[src/rtl/spi_reg_pkg.sv]
// Shared types and constants for the SPI register-file slave.
package spi_reg_pkg;

    // clk must run at least this many times faster than sck.
    localparam int SPI_MIN_OVERSAMPLE = 4;

    typedef enum logic [1:0] {
        ST_IDLE = 2'd0,
        ST_CMD  = 2'd1,
        ST_ADDR = 2'd2,
        ST_DATA = 2'd3
    } spi_state_e;

endpackage

[src/rtl/spi_input_sync.sv]
// Two-flop synchronisers for the SPI pins plus sck leading/trailing and ss edge detection.
module spi_input_sync #(
    parameter bit CPOL = 1'b0
) (
    input  logic clk,
    input  logic reset,
    input  logic sck,
    input  logic ss,
    input  logic mosi,
    output logic sck_lead,
    output logic sck_trail,
    output logic ss_fall,
    output logic ss_rise,
    output logic ss_level,
    output logic mosi_level
);

    logic [1:0] sck_sync;
    logic [1:0] ss_sync;
    logic [1:0] mosi_sync;
    logic       sck_prev;
    logic       ss_prev;

    // Stages reset to the idle pin levels so releasing reset never fakes an edge.
    always_ff @(posedge clk or posedge reset) begin
        if (reset) begin
            sck_sync  <= {2{CPOL}};
            sck_prev  <= CPOL;
            ss_sync   <= 2'b11;
            ss_prev   <= 1'b1;
            mosi_sync <= 2'b00;
        end else begin
            sck_sync  <= {sck_sync[0], sck};
            sck_prev  <= sck_sync[1];
            ss_sync   <= {ss_sync[0], ss};
            ss_prev   <= ss_sync[1];
            mosi_sync <= {mosi_sync[0], mosi};
        end
    end

    assign sck_lead   = (sck_sync[1] != sck_prev) && (sck_sync[1] != CPOL);
    assign sck_trail  = (sck_sync[1] != sck_prev) && (sck_sync[1] == CPOL);
    assign ss_fall    = ss_prev && !ss_sync[1];
    assign ss_rise    = !ss_prev && ss_sync[1];
    assign ss_level   = ss_sync[1];
    assign mosi_level = mosi_sync[1];

endmodule

[src/rtl/spi_reg_slave.sv]
// SPI register-file slave: R/W bit, address, data frames (CPHA=0) served from a resettable flop array.
module spi_reg_slave
    import spi_reg_pkg::*;
#(
    parameter int ADDR_BITS = 7,
    parameter int DATA_BITS = 8,
    parameter bit CPOL      = 1'b0,
    parameter bit READ_POL  = 1'b1,
    parameter bit BURST_EN  = 1'b1
) (
    input  logic                 clk,
    input  logic                 reset,
    input  logic                 sck,
    input  logic                 ss,
    input  logic                 mosi,
    output logic                 miso,
    output logic                 miso_oe,
    output logic                 wr_strobe,
    output logic [ADDR_BITS-1:0] wr_addr,
    output logic [DATA_BITS-1:0] wr_data,
    input  logic [ADDR_BITS-1:0] lrd_addr,
    output logic [DATA_BITS-1:0] lrd_data,
    output logic                 frame_err,
    output logic [1:0]           state_dbg
);

    localparam int DEPTH   = 1 << ADDR_BITS;
    localparam int MAX_LEN = (ADDR_BITS > DATA_BITS) ? ADDR_BITS : DATA_BITS;
    localparam int CNT_W   = $clog2(MAX_LEN + 1);

    logic sck_lead, sck_trail, ss_fall, ss_rise, ss_level, mosi_level;

    spi_input_sync #(.CPOL(CPOL)) u_sync (
        .clk       (clk),
        .reset     (reset),
        .sck       (sck),
        .ss        (ss),
        .mosi      (mosi),
        .sck_lead  (sck_lead),
        .sck_trail (sck_trail),
        .ss_fall   (ss_fall),
        .ss_rise   (ss_rise),
        .ss_level  (ss_level),
        .mosi_level(mosi_level)
    );

    spi_state_e           state;
    logic                 is_read;
    logic                 word_done;
    logic [CNT_W-1:0]     bit_cnt;
    logic [ADDR_BITS-1:0] addr;
    logic [DATA_BITS-1:0] shreg;
    logic [DATA_BITS-1:0] regs [DEPTH];

    logic [ADDR_BITS-1:0] addr_next;
    logic [ADDR_BITS-1:0] addr_inc;
    logic [DATA_BITS-1:0] word_in;
    logic                 addr_last;
    logic                 data_last;
    logic                 lead_act;
    logic                 trail_act;
    logic                 data_lead;
    logic                 commit;

    // Edges only count while the slave is selected.
    assign lead_act  = sck_lead && !ss_level;
    assign trail_act = sck_trail && !ss_level;
    assign addr_next = {addr[ADDR_BITS-2:0], mosi_level};
    assign addr_inc  = addr + ADDR_BITS'(1);
    assign word_in   = {shreg[DATA_BITS-2:0], mosi_level};
    assign addr_last = (bit_cnt == CNT_W'(ADDR_BITS - 1));
    assign data_last = (bit_cnt == CNT_W'(DATA_BITS - 1));
    assign data_lead = (state == ST_DATA) && lead_act && !word_done;
    assign commit    = data_lead && !is_read && data_last;

    assign lrd_data  = regs[lrd_addr];
    assign state_dbg = state;

    // Old contents stay visible on lrd_data until this edge commits the new word.
    always_ff @(posedge clk or posedge reset) begin
        if (reset) begin
            for (int i = 0; i < DEPTH; i++) begin
                regs[i] <= '0;
            end
        end else if (commit) begin
            regs[addr] <= word_in;
        end
    end

    always_ff @(posedge clk or posedge reset) begin
        if (reset) begin
            state     <= ST_IDLE;
            is_read   <= 1'b0;
            word_done <= 1'b0;
            bit_cnt   <= '0;
            addr      <= '0;
            shreg     <= '0;
            miso      <= 1'b0;
            miso_oe   <= 1'b0;
            wr_strobe <= 1'b0;
            wr_addr   <= '0;
            wr_data   <= '0;
            frame_err <= 1'b0;
        end else begin
            wr_strobe <= commit;
            frame_err <= 1'b0;
            if (commit) begin
                wr_addr <= addr;
                wr_data <= word_in;
            end

            if (state != ST_IDLE && ss_rise) begin
                // A non-zero bit count means the deselect cut a word short.
                state     <= ST_IDLE;
                miso_oe   <= 1'b0;
                bit_cnt   <= '0;
                word_done <= 1'b0;
                frame_err <= (state == ST_ADDR || state == ST_DATA) && (bit_cnt != '0);
            end else begin
                case (state)
                    ST_IDLE: begin
                        bit_cnt   <= '0;
                        word_done <= 1'b0;
                        if (ss_fall) begin
                            state <= ST_CMD;
                        end
                    end
                    ST_CMD: begin
                        if (lead_act) begin
                            is_read <= (mosi_level == READ_POL);
                            bit_cnt <= '0;
                            state   <= ST_ADDR;
                        end
                    end
                    ST_ADDR: begin
                        if (lead_act) begin
                            addr <= addr_next;
                            if (addr_last) begin
                                bit_cnt <= '0;
                                state   <= ST_DATA;
                                if (is_read) begin
                                    shreg <= regs[addr_next];
                                end
                            end else begin
                                bit_cnt <= bit_cnt + CNT_W'(1);
                            end
                        end
                    end
                    ST_DATA: begin
                        if (trail_act && is_read && !word_done) begin
                            miso    <= shreg[DATA_BITS-1];
                            shreg   <= {shreg[DATA_BITS-2:0], 1'b0};
                            miso_oe <= 1'b1;
                        end else if (data_lead) begin
                            if (!is_read) begin
                                shreg <= word_in;
                            end
                            if (data_last) begin
                                bit_cnt <= '0;
                                miso_oe <= 1'b0;
                                if (BURST_EN) begin
                                    addr <= addr_inc;
                                    if (is_read) begin
                                        shreg <= regs[addr_inc];
                                    end
                                end else begin
                                    word_done <= 1'b1;
                                end
                            end else begin
                                bit_cnt <= bit_cnt + CNT_W'(1);
                            end
                        end
                    end
                    default: state <= ST_IDLE;
                endcase
            end
        end
    end

endmodule

[config.mk]
export PLATFORM = sky130hd
export DESIGN_NAME = spi_reg_slave
export DESIGN_NICKNAME = d
export VERILOG_FILES = /design/src/rtl/spi_reg_pkg.sv /design/src/rtl/spi_input_sync.sv /design/src/rtl/spi_reg_slave.sv
export SDC_FILE = /design/constraint.sdc
export NUM_CORES = 2
export LEC_CHECK = 0
export ABC_AREA = 1
export ABC_CLOCK_PERIOD_IN_PS = 66200
export CAP_MARGIN = 10
export CORE_ASPECT_RATIO = 1.25
export CORE_MARGIN = 2
export CORE_UTILIZATION = 48
export CTS_CLUSTER_SIZE = 16
export DETAILED_ROUTE_END_ITERATION = 6
export PLACE_DENSITY_LB_ADDON = 0.15
export SLEW_MARGIN = 20
export SYNTH_ARGS = -nofsm -noshare
export SYNTH_HDL_FRONTEND = slang
export SYNTH_SLANG_ARGS = --single-unit
export TNS_END_PERCENT = 1
[constraint.sdc]
create_clock -name clk -period 66.2 [get_ports clk]
set_input_delay 16.55 -clock clk [delete_from_list [all_inputs] [get_ports clk]]
set_output_delay 16.55 -clock clk [all_outputs]
set_load 0.1 [all_outputs]
After elaboration in Yosys (flattened, before gate mapping)
Index checks and enable logic that the tools add are counted.
{"block": "classes", "mux": 48, "n_bitwise": 6, "n_reduce_logical": 36, "n_addsub": 2, "n_eq_ne": 19, "n_lt_le_gt_ge": 5}
{"cell": "1024-bit bitwise mux", "count": 1}
{"cell": "8-bit binary-select mux with 7-bit select", "count": 3}
{"cell": "8-bit 2-to-1 mux", "count": 15}
{"cell": "8-bit demux with 7-bit select", "count": 1}
{"cell": "8-bit greater-or-equal comparator, second input constant", "count": 4}
{"cell": "7-bit NOT with 8-bit output", "count": 4}
{"cell": "4-bit 2-to-1 mux", "count": 7}
{"cell": "7-bit 2-to-1 mux", "count": 4}
{"cell": "3-bit inequality test, second input constant", "count": 6}
{"cell": "4-bit case mux with 4 select lines", "count": 1}
{"cell": "8-bit case mux with 2 select lines", "count": 1}
{"cell": "1-bit logical AND", "count": 15}
{"cell": "7-bit case mux with 2 select lines", "count": 1}
{"cell": "2-bit inequality test, second input constant", "count": 6}
{"cell": "6-bit AND reduction", "count": 2}
{"cell": "2-bit 2-to-1 mux", "count": 5}
{"cell": "3-bit AND reduction", "count": 3}
{"cell": "4-bit by 3-bit equality test with 1-bit output, second input constant", "count": 2}
{"cell": "8-bit by 1-bit less-than comparator with 1-bit output, second input constant", "count": 1}
{"cell": "1-bit 2-to-1 mux", "count": 8}
{"cell": "2-bit nonzero test", "count": 4}
{"cell": "4-bit nonzero test", "count": 2}
{"cell": "7-bit by 1-bit adder with 7-bit output, second input constant", "count": 1}
{"cell": "2-bit case mux with 3 select lines", "count": 1}
{"cell": "12 further kinds", "count": 18}
{"block": "totals", "elab_cells": 261, "inputBits": 12, "reg_bits": 1074, "output_inout_bits": 29}

Depth between registers and ports, before layout
{"block": "depth", "depth_word": 10, "ltp_mapped": 17, "depth_no_buf": 15}

Modules after synthesis
From an unflattened synthesis, not the netlist that was laid out.
{"block": "hier_totals", "hier_cells": 10172, "area_unflattened_um2": 68160.4}
{"mod": "spi_reg_slave", "cells_each": 10155, "n_inst": 1, "area_per_inst_um2": 67922.6, "seq_area_each_um2": 26650.6}
{"mod": "spi_input_sync", "cells_each": 17, "n_inst": 1, "area_per_inst_um2": 237.7, "seq_area_each_um2": 203.9}

Worst setup path before layout
No wires, ideal clock.
{"block": "synth_path", "kind": "input to output", "start": "input port lrd_addr[0]", "end": "output port lrd_data[3]", "slack_ns": 30.986, "path_buffers": 3, "t_arrival_ns": 18.664, "stages": 12, "required_ns": 49.650, "path_cell_list": "clkbuf_1 inv_1 clkbuf_1 clkbuf_1 a21oi_1 o31ai_1 nand2_1 o211ai_1 nand3_1 nand2_1 nand2_1 nand2_1"}
{"block": "synth_via", "elab_chain_cells": 4}
{"element": "from (decl)", "line_no": "spi_reg_slave.sv:21", "source": "input logic [ADDR_BITS-1:0] lrd_addr,"}
{"element": "7-bit NOT with 8-bit output (implied by the code)", "line_no": "spi_reg_slave.sv:76", "source": "assign lrd_data = regs[lrd_addr];"}
{"element": "8-bit binary-select mux with 7-bit select", "line_no": "spi_reg_slave.sv:76"}
{"element": "8-bit 2-to-1 mux (implied by the code) (2 in a row)", "line_no": "spi_reg_slave.sv:76"}
{"element": "to (decl)", "line_no": "spi_reg_slave.sv:22", "source": "output logic [DATA_BITS-1:0] lrd_data,"}
No other way between the ends. The select of a mux whose other input is x is not followed.

Worst setup path in the final report
Ends and elaborated chain as after synthesis.

==> out/results.md <==
## STA
• Worst Tran Pin Value: 1250 ps
• Final Slew Violations: 0
• Total Neg Setup Slack: 0 ps
• achievable frequency: 25.6 MHz
• minimum clock period after layout: 39,050 ps
• unrepaired setup endpoints after global routing: false
• final period utilization: 0.590
• max-slew headroom at the worst pin: 0.170
• number of endpoints failing setup at the final stage: 0
• Final Hold Vio Count: 0
• clock tree skew after final layout: 35.1 ps

## Power and ir drop
• share of total power in combinational logic: 0.476
• power density of the placed cells: 36.1 mW/mm^2
• leakage: 31.7 nW
• total power: 0.00264 W
• clock power share: 0.266
• Switching Power: 0.00130 W
• highest ir drop seen on vdd: 0.0000464 V
• net switching fraction of the power: 0.493
• cell-internal power: 0.00134 W
• register share of total power: 0.258

## Cells and area
• ratio of cells with drive above 1 in the final layout: 0.0470
• area occupied by multi-input gates: 0.0354 mm^2
• Nets: 9,708
• most frequent cells in the layout: 2,824 x nand2_1, 1,949 x o21ai_0, 1,068 x dfrtp_1
• area grow syn2layout: 6.44%
• most common library cell in the layout ignoring fill and taps: nand2_1
• FILL cells: 14,283
• sequential standard cell area: 0.0269 mm^2

## Clock network
• Bufs on Longest Clock Path: 3
• number of CTS-inserted buffers: 118
• Post-CTS Setup Inserts: 0
• number of buffers added to fix hold violations after cts: 0
• clock root buffer: clkbuf_16
• CTS tree: yes
• clock latency on the worst-skew pair: 810 ps
• post-CTS resize count: 0
• clock edge transition at the registers on the reported setup and hold paths: 60 ps
• number of sinks on the clock net: 1,073
• total number of H-tree levels: 3

## Detailed routing
• vias per cell: 6.32
• post-detailed-route wirelength per cell: 25.7 um
• Via Count: 73,722
• iteration count of the initial detailed-routing pass: 7
• initial DRC count: 11,061
• remaining antenna violation count after routing: 0
• residual DRC count: 5
• DRT Wirelength: 300 mm

## Status
• violations in the final reports: design-rule violations
• result of the run: complete, but fails checks

## Critical path
• endpoint of the worst-slack reg-to-reg timing path: regs[633]
• Reg2Reg Depth: 9
• Reg-to-Reg Start: state_dbg[0]
• crit path kind: in2out
• Worst setup SP type: input port
• WP data required: 49,650 ps
• data arrival time at the worst-slack endpoint: 22,500 ps
• worst reg2reg setup slack: 60,870 ps
• top fanout value on the critical path: 88
• element type at the critical path end: output pin

## Placed design
• number of buffers inserted by port buffering: 40
• final weighted congestion of routability-driven global placement: 1.04
• DPL Wire Length: 180 mm

## Synth
• sequential-to-total area share from yosys stat: 0.391
• count of flip-flops with a built-in enable after synthesis: 0
• share of flip-flops with an asynchronous set or reset after synthesis: 1.00
• Post-Syn Nets: 10,287
• Yosys cell types: 41
• flops & latches, synth: 1,073
• average cell area after synthesis: 6.69 um^2
• flip-flop cell with the highest count after synthesis: dfrtp_1
• synthesized netlist cell count: 10,267
• synthesized cell area: 0.0687 mm^2
• number of warnings printed during yosys synthesis: 0

## Die
• area of the placeable core: 0.142 mm^2
• floorplan die area: 0.146 mm^2
• vertical die dimension: 427 um
• standard-cell row count: 155
• Chip Width: 342 um
• Top Ports: 41
• starting density of the core: 0.482

## Global routing
• via count of the first global-routing pass: 67,567
• overall track demand over capacity in global routing: 0.401
• largest net degree at the start of global routing: 154
• initial antenna violation count: 6
• first-pass GRT wire length: 443 mm
• global route overflow: 0

## Worst hold path
• endpoint of the worst hold path: u_sync.mosi_sync[1]
• number of cells on the worst hold path: 0
• worst min path class: reg2reg
• startpoint of the worst hold path: u_sync.mosi_sync[0]

## Job
• number of maximum-capacitance violations: 0

==> cell usage after synthesis (32+ instances only) <==
library cell / number / area, um^2
or2_2: 32 / 200
a21oi_1: 359 / 1800
buf_2: 170 / 851
nand4_1: 49 / 307
o221ai_1: 49 / 429
nand3_1: 893 / 4470
dfrtp_1: 1070 / 26800
o21ai_0: 1949 / 9750
clkbuf_1: 605 / 2270
o211ai_1: 533 / 4000
o21ai_2: 44 / 385
nor2_1: 722 / 2710
inv_1: 784 / 2940
buf_1: 82 / 308
nand2_1: 2827 / 10600
==> critical path, stage by stage <==
cell             delay, ps
buf_8                  250
inv_8                  570
buf_4                  710
buf_4                  600
buf_4                  680
nor2_1                  90
o21ai_0                170
o21ai_0                110
o221ai_1               580
nand3_1                210
nand2_1                190
nand2_1                120
nand2_1                300
clkdlybuf4s50_1       1210
==> sequential cells by signal, summed over array words and instances, names as in the netlist <==
| signal | cells |
|---|---|
| wr_addr | 7 |
| u_sync.sck_sync | 2 |
| u_sync.ss_sync | 2 |
| addr | 7 |
| u_sync.ss_prev | 1 |
| regs | 1024 |
| state_dbg | 2 |
| wr_strobe | 1 |
| miso_oe | 1 |
| miso | 1 |
| wr_data | 8 |
| bit_cnt | 4 |
| frame_err | 1 |
| is_read | 1 |
| u_sync.sck_prev | 1 |
| shreg | 8 |
| u_sync.mosi_sync | 2 |
==> routing by layer <==
layer,vias up,part of all wire,track usage
met4,10,0.076,0.274
li1,32986,-,-
met2,4827,0.43,0.589
met3,1141,0.12,0.102
met5,-,0.00022,0
met1,34758,0.38,0.518
==> cell type report <==
type                    count  share of cell area
diodes                      4            0.000137
clock buffers             168              0.0474
clock inverters            43             0.00705
inverters                 796              0.0417
multi-input cells        7533               0.484
flip-flops and latches   1073               0.368
well taps                1884              0.0323
repair buffers            166              0.0196
==> power by group through the flow <==
stage	logic [W]	registers (W)	clock network [W]
after floorplan	0.000750	0.000687	0
after global placement	0.00118	0.000692	0
after detailed placement	0.00120	0.000691	0
after CTS	0.00120	0.000679	0.000704
after global routing	0.00131	0.000680	0.000729
final	0.00125	0.000680	0.000700
==> cells by family after synthesis <==
| group | count (synthesis) | synth area share |
|---|---|---|
| buffers and inverters | 1661 | 0.0947 |
| flip-flops | 1073 | 0.391 |
| XOR/XNOR | 4 | 0.000729 |
| AO/OA/AOI/OAI | 2974 | 0.243 |
| adder cells (fa/ha/maj) | 8 | 0.00146 |
| multiplexers | 1 | 0.000164 |
| AND/OR/NAND/NOR | 4546 | 0.269 |
==> stage by stage <==
stage	utilization	instances	setup WS, ps	hold WS (ps)	cell area [um^2]
after CTS	0.513	11662	27510	354	73100
after detailed placement	0.485	11451	27520	345	69100
final	0.513	11667	27150	350	73100
after floorplan	-	10267	19450	331	68700
after global routing	0.513	11663	27230	364	73100
after global placement	0.485	11451	27490	342	69100
==> how the worst max path moves through the flow <==
stage | startpoint | end | slack [ps] | cells past startpoint
2_1_floorplan | reset | addr[0] | 19450 | 1
3_3_place_gp | lrd_addr[0] | lrd_data[3] | 27490 | 14
3_5_place_dp | lrd_addr[0] | lrd_data[3] | 27520 | 14
4_1_cts | lrd_addr[0] | lrd_data[3] | 27510 | 14
5_1_grt | lrd_addr[0] | lrd_data[3] | 27230 | 14
6_report | lrd_addr[0] | lrd_data[3] | 27150 | 14
Power figures use the tool's default switching activity.
